**config.mk**
```make
export PLATFORM = sky130hd
export DESIGN_NAME = ram_arbiter
export DESIGN_NICKNAME = d
export VERILOG_FILES = /design/src/rtl/ram_arbiter.sv
export SDC_FILE = /design/constraint.sdc
export NUM_CORES = 1
export LEC_CHECK = 0
export ABC_AREA = 1
export BUFFER_PORTS_ARGS = -buffer_cell sky130_fd_sc_hd__clkbuf_2
export CAP_MARGIN = 20
export CELL_PAD_IN_SITES_DETAIL_PLACEMENT = 0
export CELL_PAD_IN_SITES_GLOBAL_PLACEMENT = 1
export CORE_MARGIN = 5
export CORE_UTILIZATION = 36
export CTS_CLUSTER_DIAMETER = 120
export CTS_CLUSTER_SIZE = 10
export DETAILED_ROUTE_END_ITERATION = 10
export GPL_ROUTABILITY_DRIVEN = 0
export PLACE_DENSITY_LB_ADDON = 0.1
export SLEW_MARGIN = 0
export SYNTH_ARGS = -nofsm -noshare
export SYNTH_HDL_FRONTEND = slang
export SYNTH_SLANG_ARGS = --single-unit
```
**constraint.sdc**
```tcl
create_clock -name clk -period 4.15 [get_ports clk]
set_clock_uncertainty 0.15 [all_clocks]
set_input_delay 0.83 -clock clk [delete_from_list [all_inputs] [get_ports clk]]
set_output_delay 0.83 -clock clk [all_outputs]
set_load 0.05 [all_outputs]
```
**src/rtl/ram_arbiter.sv**
```systemverilog
`default_nettype none
// ============================================================================
//  Module   : ram_arbiter
//  Purpose  : Two-requester arbiter/sequencer for a single-port synchronous
//             RAM with registered read data. Round-robin by default; define
//             RAM_ARB_FIXED_PRIO_EN for fixed priority (requester 0 wins).
//  Revision : 1.0  initial release
// ============================================================================
module ram_arbiter #(
    parameter int DW = 8,
    parameter int AW = 4
) (
    input  logic          clk,
    input  logic          rst_n,
    input  logic          req0,
    input  logic          we0,
    input  logic [AW-1:0] addr0,
    input  logic [DW-1:0] wdata0,
    input  logic          req1,
    input  logic          we1,
    input  logic [AW-1:0] addr1,
    input  logic [DW-1:0] wdata1,
    output logic          gnt0,
    output logic          gnt1,
    output logic          rvalid0,
    output logic          rvalid1,
    output logic [DW-1:0] rdata0,
    output logic [DW-1:0] rdata1,
    output logic          ram_we,
    output logic [AW-1:0] ram_addr,
    output logic [DW-1:0] ram_wdata,
    input  logic [DW-1:0] ram_rdata,
    output logic          busy
);

    typedef enum logic [1:0] {
        IDLE = 2'd0,
        WR   = 2'd1,
        RD   = 2'd2,
        RESP = 2'd3
    } state_t;

    state_t        state_q, state_d;
    logic          sel_q, sel_d;
    logic [AW-1:0] addr_q, addr_d;
    logic [DW-1:0] wdata_q, wdata_d;
    logic [DW-1:0] rdata0_q, rdata0_d;
    logic [DW-1:0] rdata1_q, rdata1_d;
    logic          rvalid0_q, rvalid0_d;
    logic          rvalid1_q, rvalid1_d;
    logic          pick1;

`ifdef RAM_ARB_FIXED_PRIO_EN
    assign pick1 = req1 & ~req0;
`else
    logic last_q, last_d;
    // On a tie the requester not served most recently wins.
    assign pick1 = req1 & (~req0 | ~last_q);
`endif

    always_comb begin
        state_d   = state_q;
        sel_d     = sel_q;
        addr_d    = addr_q;
        wdata_d   = wdata_q;
        rdata0_d  = rdata0_q;
        rdata1_d  = rdata1_q;
        rvalid0_d = 1'b0;
        rvalid1_d = 1'b0;
`ifndef RAM_ARB_FIXED_PRIO_EN
        last_d    = last_q;
`endif
        case (state_q)
            IDLE: begin
                if (req0 | req1) begin
                    sel_d   = pick1;
                    addr_d  = pick1 ? addr1 : addr0;
                    wdata_d = pick1 ? wdata1 : wdata0;
                    state_d = (pick1 ? we1 : we0) ? WR : RD;
`ifndef RAM_ARB_FIXED_PRIO_EN
                    last_d  = pick1;
`endif
                end
            end
            WR:   state_d = IDLE;
            RD:   state_d = RESP;
            RESP: begin
                if (sel_q) begin
                    rdata1_d  = ram_rdata;
                    rvalid1_d = 1'b1;
                end else begin
                    rdata0_d  = ram_rdata;
                    rvalid0_d = 1'b1;
                end
                state_d = IDLE;
            end
            default: state_d = IDLE;
        endcase
    end

    always_ff @(posedge clk or negedge rst_n) begin
        if (!rst_n) begin
            state_q   <= IDLE;
            sel_q     <= 1'b0;
            addr_q    <= '0;
            wdata_q   <= '0;
            rdata0_q  <= '0;
            rdata1_q  <= '0;
            rvalid0_q <= 1'b0;
            rvalid1_q <= 1'b0;
`ifndef RAM_ARB_FIXED_PRIO_EN
            last_q    <= 1'b1;
`endif
        end else begin
            state_q   <= state_d;
            sel_q     <= sel_d;
            addr_q    <= addr_d;
            wdata_q   <= wdata_d;
            rdata0_q  <= rdata0_d;
            rdata1_q  <= rdata1_d;
            rvalid0_q <= rvalid0_d;
            rvalid1_q <= rvalid1_d;
`ifndef RAM_ARB_FIXED_PRIO_EN
            last_q    <= last_d;
`endif
        end
    end

    // Decoded from state so reset drops ram_we without waiting for a clock.
    assign ram_we    = (state_q == WR);
    assign gnt0      = ((state_q == WR) || (state_q == RD)) && !sel_q;
    assign gnt1      = ((state_q == WR) || (state_q == RD)) &&  sel_q;
    assign busy      = (state_q != IDLE);
    assign ram_addr  = addr_q;
    assign ram_wdata = wdata_q;
    assign rdata0    = rdata0_q;
    assign rdata1    = rdata1_q;
    assign rvalid0   = rvalid0_q;
    assign rvalid1   = rvalid1_q;

endmodule
`default_nettype wire

```
Yosys cells after proc, flatten, opt, wreduce, memory -nomap -nowiden
Index checks and enable logic that the tools add are counted.
{"block": "classes", "addsub": 0, "multipliers": 0, "n_div": 0, "order_cmp": 0, "eq_ne": 4, "n_shift": 0, "muxes": 10, "n_bitwise": 6, "n_reduce_logical": 10}
{"operator": "$mux 8", "count": 1}
{"operator": "$pmux 2 s3", "count": 1}
{"operator": "$reduce_and 2->1", "count": 3}
{"operator": "$mux 1", "count": 5}
{"operator": "$eq 2x2->1 const B", "count": 2}
{"operator": "$mux 2", "count": 2}
{"operator": "$mux 4", "count": 1}
{"operator": "$not 1->1", "count": 3}
{"operator": "$eq 2x1->1 const B", "count": 1}
{"operator": "$logic_and 1x1->1", "count": 2}
{"operator": "$logic_not 2->1", "count": 1}
{"operator": "$ne 2x2->1 const B", "count": 1}
{"operator": "$or 1x1->1", "count": 2}
{"operator": "$reduce_bool 2->1", "count": 1}
{"operator": "$reduce_or 2->1", "count": 1}
{"operator": "$and 1x1->1", "count": 1}
{"operator": "$logic_not 1->1", "count": 1}
{"operator": "$logic_or 1x1->1", "count": 1}
{"block": "totals", "ff_bits": 34, "latchBits": 0, "ramBits": 0, "romBits": 0, "input_bits": 38, "output_inout_bits": 34, "elab_cells": 39, "n_memories": 0}

Depth between registers and ports, before layout
Gate-level depths: netlist (run 1).
{"block": "logic_depth", "ltp_word": 7, "mapped_depth": 7, "depth_no_buf": 7}

Least setup slack after synthesis (run 1)
No wires, ideal clock.
{"block": "synth_path", "path_type": "reg2out", "start": "register state_q[1]", "end": "output gnt0", "arrival_time_ps": 1398, "required_time_ps": 3170, "slack_ps": 1772, "stages_incl_launch_ff": 5, "n_path_buf": 0, "path_cell_list": "dfrtp_1 > inv_1 > ha_1 > inv_1 > nor2_1"}
{"block": "synth_via", "elab_chain_len": 3, "elab_cells_between_ends": 4, "classes_between": "2 x eq/ne; 2 x reduce/logical"}
{"element": "from (decl)", "line": "43", "text": "state_t state_q, state_d;"}
{"element": "from (signal assigned)", "line": "115", "text": "state_q <= state_d;"}
{"element": "$eq 2x1->1 or $eq 2x2->1 (tied branches)", "line": "131", "text": "assign gnt0 = ((state_q == WR) || (state_q == RD)) && !sel_q;"}
{"element": "$logic_or 1x1->1 (*)", "line": "131"}
{"element": "$logic_and 1x1->1 (*)", "line": "131"}
{"element": "to (decl)", "line": "23", "text": "output logic gnt0,"}
Mark *: on every way between the ends. The rest lies on a longest branch, timed or not.

Final worst setup path (run 1)
{"block": "layout_path", "start": "register state_q[0]", "end": "output gnt0"}
The elaborated chain is that of the path after synthesis.

==> impl_metrics.toml, run 1 <==
[synthesis]
synth_commonest_cells = "60 x nand2_1, 33 x dfrtp_1, 31 x inv_1, 16 x o21ai_0, 12 x o211ai_2"
syn_area_um2 = 1655
synth_nets = 224
ys_ff_latch = 34
synth_top_area_frac = 0.4989
synthArstFlopShare = 1.000
syn_inst = 181
synth_warnings = 0
yosys.area.top_type = "dfrtp_1"
syn-mean-instance-area_um2 = 9.146
synth_area_leaders = "dfrtp_1 50%, nand2_1 14%, o211ai_2 9.1%"
synthFlopType = "dfrtp_1"
yosysMostFrequentCell = "nand2_1"
synth.distinct_cells = 22
synth_edf_count = 0
ys_seq_area_frac = 0.5147

[clock_network]
post_cts_buffers = 0
cts_tree = "built"
h-tree-depth = 2
cts_buffer_depth = 2
cts_num_sinks = 34
clk_pin_slew_ns = 0.07
numCtsBuffers = 5
cts-hold-fix-buffers = 0
cts_root_buffer = "clkbuf_8"
clock_latency_ns = 0.28
ctsResizeCount = 0

[detailed_routing]
first_iter_violations = 52
wirelength_um = 3512
vias = 1318
antenna_left = 0
first_pass_iters = 4
drc_errors = 0
post_drt_wl_per_cell_um = 11.51
viasPerCell = 4.321

[grt]
track_usage = 0.1227
grt_pass1_vias = 1315
antenna_found_initial = 0
gr-usage-met2 = 0.1928
grt-busiest-layer = "met2"
grt_overflow = 0
grt_pass1_wl_um = 6065
grt_max_degree = 35
use_met3 = 0.04167
gr-usage-met1 = 0.1576

[floorplanning]
dieArea_um2 = 6054
die_w_um = 77.81
core-area_um2 = 4414
ios = 72
chipHeight_um = 77.81
start_util = 0.3750
num_rows = 24

[layout]
drive_above_1_share = 0.3874
nets = 296
insertedDiodeCount = 0
area_growth_pct = 26.61
finalInstanceArea_um2 = 2096
final_cell_count_no_fill = 305

[place]
placed_cell_area_um2 = 2017
hpwl_um = 2633
place_inst = 298
numPortBuffers = 71

[sta]
fin_crit_sh = 0.5855
setup_viol = 0
max-slew-margin-rel = 0.4349
fin_tns_setup_ns = 0
tightestPinTransition_ns = 0.8477
slew_viol_final = 0
hold_violations = 0
max_freq_ghz = 0.4116
min_period_ns = 2.430
rsz0062_at_grt = "no"

[setup_path]
cpPeakStageDelay_ns = 0.38
start_kind = "register"
cp_data_arrival_time_ns = 1.45
worstSetupPathType = "register to output pin"
cp-end-kind = "output pin"
cp_slowest_cell = "dfrtp_1"
path_cells = "inv_1, ha_1, inv_1, nor2_1, clkbuf_2"
critPathRequiredTime_ns = 3.17
crit_fanout = 4
crit_top_cell = "inv_1"

[power_and_ir_drop]
irDropWorstVdd_mv = 0.4994
p_leak_uw = 0.001253
powerDensity_nw_per_um2 = 946.1

[run_status]
status = "finished, final reports clean"

[hold_path]
min_path_type = "register to register"

[job]
cap_violations = 0
[final timing paths]
check | startpoint | endpoint | slack (ns) | cells past startpoint
setup / recovery | state_q[0] | gnt0 | 1.72 | 5
hold / removal | last_q | last_q | 0.32 | 2
setup reg to reg | state_q[0] | ram_wdata[2] | 2.59 | 6
hold reg to reg | last_q | last_q | 0.32 | 2
max in group asynchronous | rst_n | rdata0[3] | 2.82 | 1
min in group asynchronous | rst_n | ram_wdata[7] | 0.50 | 1
[worst max-delay path, delay by kind of cell, from the launching register on]
family	cells	cell delay, ns
buffers and inverters	3	0.42
AND/OR/NAND/NOR	1	0.08
flip-flops	1	0.38
adder cells (fa/ha/maj)	1	0.30
[metrics by stage]
stage	setup WS (ns)	hold WS (ns)	util	power, uW
floorplan	1.772	0.2990	-	1537
global placement	2.045	0.3121	0.4569	1780
global route	1.591	0.3526	0.4748	2132
CTS	1.697	0.3284	0.4748	2016
detailed placement	2.011	0.3175	0.4569	1784
finish	1.720	0.3236	0.4748	1983
[placed cells by master (no fill, tap or decap), drive strengths merged]
| cell | count |
|---|---|
| ha | 5 |
| clkinv | 2 |
| nand2 | 63 |
| nand3 | 3 |
| clkbuf | 76 |
| and2 | 1 |
| o211ai | 12 |
| nor3 | 1 |
| o21ai | 18 |
| nor2 | 5 |
| dfstp | 1 |
| a21oi | 1 |
| inv | 32 |
| dfrtp | 33 |
[layout make-up]
class / instances / area, um^2
fillers: 430 / 2318
flip-flops and latches: 34 / 852.1
multi-input cells: 109 / 621.8
repair buffers: 71 / 355.3
inverters: 32 / 122.6
clock buffers: 5 / 68.82
well taps: 52 / 65.06
clock inverters: 2 / 10.01
[sequential cells by signal (all words and copies together) (netlist names)]
| signal | count |
|---|---|
| last_q | 1 |
| ram_addr | 4 |
| ram_wdata | 8 |
| rdata0 | 8 |
| rdata1 | 8 |
| rvalid0 | 1 |
| rvalid1 | 1 |
| sel_q | 1 |
| state_q | 2 |
[where the power goes]
part           switching [uW]  total [uW]  internal (uW)
sequential               90.7         589            498
combinational             909        1170            262
clock                     111         223            112
total                    1110        1980            873
[cell families (layout without fill, tap and decap cells)]
kind of cell    count (synthesis)  in the layout  synth area share
simple gates                   73             73            0.1807
buf+inv                        38            110            0.1096
flops                          34             34            0.5147
compound gates                 31             31            0.1572
fa+ha+maj                       5              5           0.03779
[routing by layer]
| layer | share of wire | vias up |
|---|---|---|
| met5 | 0 | - |
| met4 | 0.0060 | 0 |
| met3 | 0.083 | 2 |
| met2 | 0.45 | 46 |
| met1 | 0.47 | 574 |
| li1 | - | 696 |
(Power assumes the default switching activity.)
==> inputs of run 2 (changes only) <==
Settings changed: ABC_AREA 1 to 0, CORE_UTILIZATION 36 to 31.
Clock period 4.15 ns to 2 ns, I/O delays scaled along.
==> run 2 against run 1 <==
Against the previous run: critical path type unchanged; die area increased by 6.4%; sequential share of layout area is 0.29 points higher; setup slack lost 1.6 ns; first-iteration DRC count fell by 50%; synthesized area shrank 7.6%; wire length decreased by 4.0%; final cell count fell by 13%; flip-flop and latch count unchanged; non-clock buffer count grew 7; design area down 0.72%; core utilization shrank 3.7 points.
==> impl_metrics.toml, run 2 <==
[grt]
antenna_found_initial = 0
grt_pass1_vias = 1217
track_usage = 0.1080
grt_max_degree = 25
grt_pass1_wl_um = 5395
grt_overflow = 0

[setup_path]
cp_slowest_cell = "dfrtp_1"
start_kind = "register"
critPathBufInv = 3
cp_data_arrival_time_ns = 1.36
crit_fanout = 6
worstSetupPathType = "register to output pin"
critPathRequiredTime_ns = 1.45
cp-end-kind = "output pin"
path_cells = "inv_1, ha_1, inv_1, clkbuf_2"
crit_top_cell = "inv_1"
cpPeakStageDelay_ns = 0.38
path_delay_family = "buffers and inverters"

[floorplanning]
chipHeight_um = 80.26
num_rows = 25
ios = 72
start_util = 0.3218
core-area_um2 = 4755
dieArea_um2 = 6441
die_w_um = 80.26

[layout]
finalInstanceArea_um2 = 2081
nets = 241
final_common_cell = "clkbuf_2"
final_cell_mix = "69 x clkbuf_2, 33 x dfrtp_1, 16 x mux2_2"
final_cell_count_no_fill = 266
drive_above_1_share = 0.5628
insertedDiodeCount = 0
area_growth_pct = 35.98

[detailed_routing]
post_drt_wl_per_cell_um = 12.68
first_pass_iters = 4
first_iter_violations = 26
wirelength_um = 3372
vias = 1159
antenna_left = 0
drc_errors = 0
viasPerCell = 4.357

[synthesis]
syn_inst = 117
synth_area_leaders = "dfrtp_1 54%, mux2_2 12%, mux2i_1 8.5%"
synth.distinct_cells = 23
yosysMostFrequentCell = "dfrtp_1"
synth_warnings = 0
ys_seq_area_frac = 0.5568
synthArstFlopShare = 1.000
synth_nets = 160
synth_top_area_frac = 0.5397
synth_edf_count = 0
ys_ff_latch = 34
synth_commonest_cells = "33 x dfrtp_1, 16 x mux2_2, 15 x nand2_1, 13 x mux2i_1, 8 x o21ai_2"
syn-mean-instance-area_um2 = 13.08
synthFlopType = "dfrtp_1"
syn_area_um2 = 1530
yosys.area.top_type = "dfrtp_1"

[sta]
finalWorstSetupSlack_ns = 0.09460
rsz0062_at_grt = "no"
fin_crit_sh = 0.9527
setup_viol = 0
fin_tns_setup_ns = 0
max_freq_ghz = 0.5248
hold_violations = 0
max-slew-margin-rel = 0.7028
tightestPinTransition_ns = 0.4458
slew_viol_final = 0
min_period_ns = 1.905

[clock_network]
h-tree-depth = 2
cts_buffer_depth = 2
numCtsBuffers = 5
clock_latency_ns = 0.28
cts_root_buffer = "clkbuf_8"
cts_num_sinks = 34
cts_tree = "built"
clk_pin_slew_ns = 0.07

[place]
hpwl_um = 2695
placed_cell_area_um2 = 1959
numPortBuffers = 71
pre_cts_ws_ns = 0.2626
place_inst = 255

[hold_path]
min_path_type = "input port to register"

[run_status]
status = "finished, final reports clean"

[job]
cap_violations = 0
==> run 2: cell count changes after synthesis, sizes merged, moves of 5 or more <==
cell | before | now
o211ai | 12 | 0
mux2i | 0 | 13
mux2 | 0 | 16
nand2 | 63 | 15
inv | 32 | 5
nor2 | 5 | 0
==> run 2: cells by family (layout without fill, tap and decap cells) <==
logic type               count (synthesis)  after routing  synth area share
AO/OA/AOI/OAI                           21             21            0.1038
adder cells (fa/ha/maj)                  5              5           0.04088
buffers and inverters                    9             91           0.04088
flip-flops                              34             34            0.5568
multiplexers                            29             29            0.2028
AND/OR/NAND/NOR                         19             19           0.05478
==> run 2: per-layer routing <==
layer,global-route usage,routed length (um),vias to the layer above
met3,0.03251,189,7
li1,-,-,571
met4,0.05574,65,0
met1,0.1223,1391,542
met2,0.1821,1727,39
met5,0,0,-
==> run 2: area by class of cell <==
| cell class | instances | area, um^2 |
|---|---|---|
| multi-input cells | 74 | 619.3 |
| inverters | 5 | 18.77 |
| clock inverters | 1 | 5.005 |
| repair buffers | 78 | 415.4 |
| well taps | 67 | 83.83 |
| clock buffers | 7 | 86.33 |
| flip-flops and latches | 34 | 852.1 |
| fillers | 495 | 2674 |
==> run 2: timing repair <==
| action | CTS | global route |
|---|---|---|
| setup buffers | 1 | 1 |
| hold buffers | 1 | 0 |
| setup endpoints to repair | 2 | 2 |
| gates resized for setup | 3 | 1 |
| hold endpoints to repair | 15 | 0 |
==> run 2: metrics by stage <==
step                      hold slack (ns)    util
after global routing               0.1987  0.4376
after global placement             0.2234  0.4121
after CTS                          0.1988  0.4361
final                              0.2115  0.4376
after detailed placement           0.2217  0.4121
after floorplan                  -0.04559       -
==> run 2: path summary, 6_finish.rpt <==
check / start / to / slack (ns) / depth (start not counted)
max: state_q[0] / busy / 0.09 / 4
min in group asynchronous: rst_n / state_q[1] / 0.44 / 2
min reg2reg: ram_wdata[3] / ram_wdata[3] / 0.33 / 2
max in group asynchronous: rst_n / rdata0[5] / 0.66 / 3
min: ram_rdata[6] / rdata0[6] / 0.21 / 2
max reg2reg: state_q[0] / rdata1[5] / 0.30 / 4
Power of run 2 is left out: the tool's default activity adds up to more than one toggle a clock period on the data nets, which glitch-free logic cannot reach.
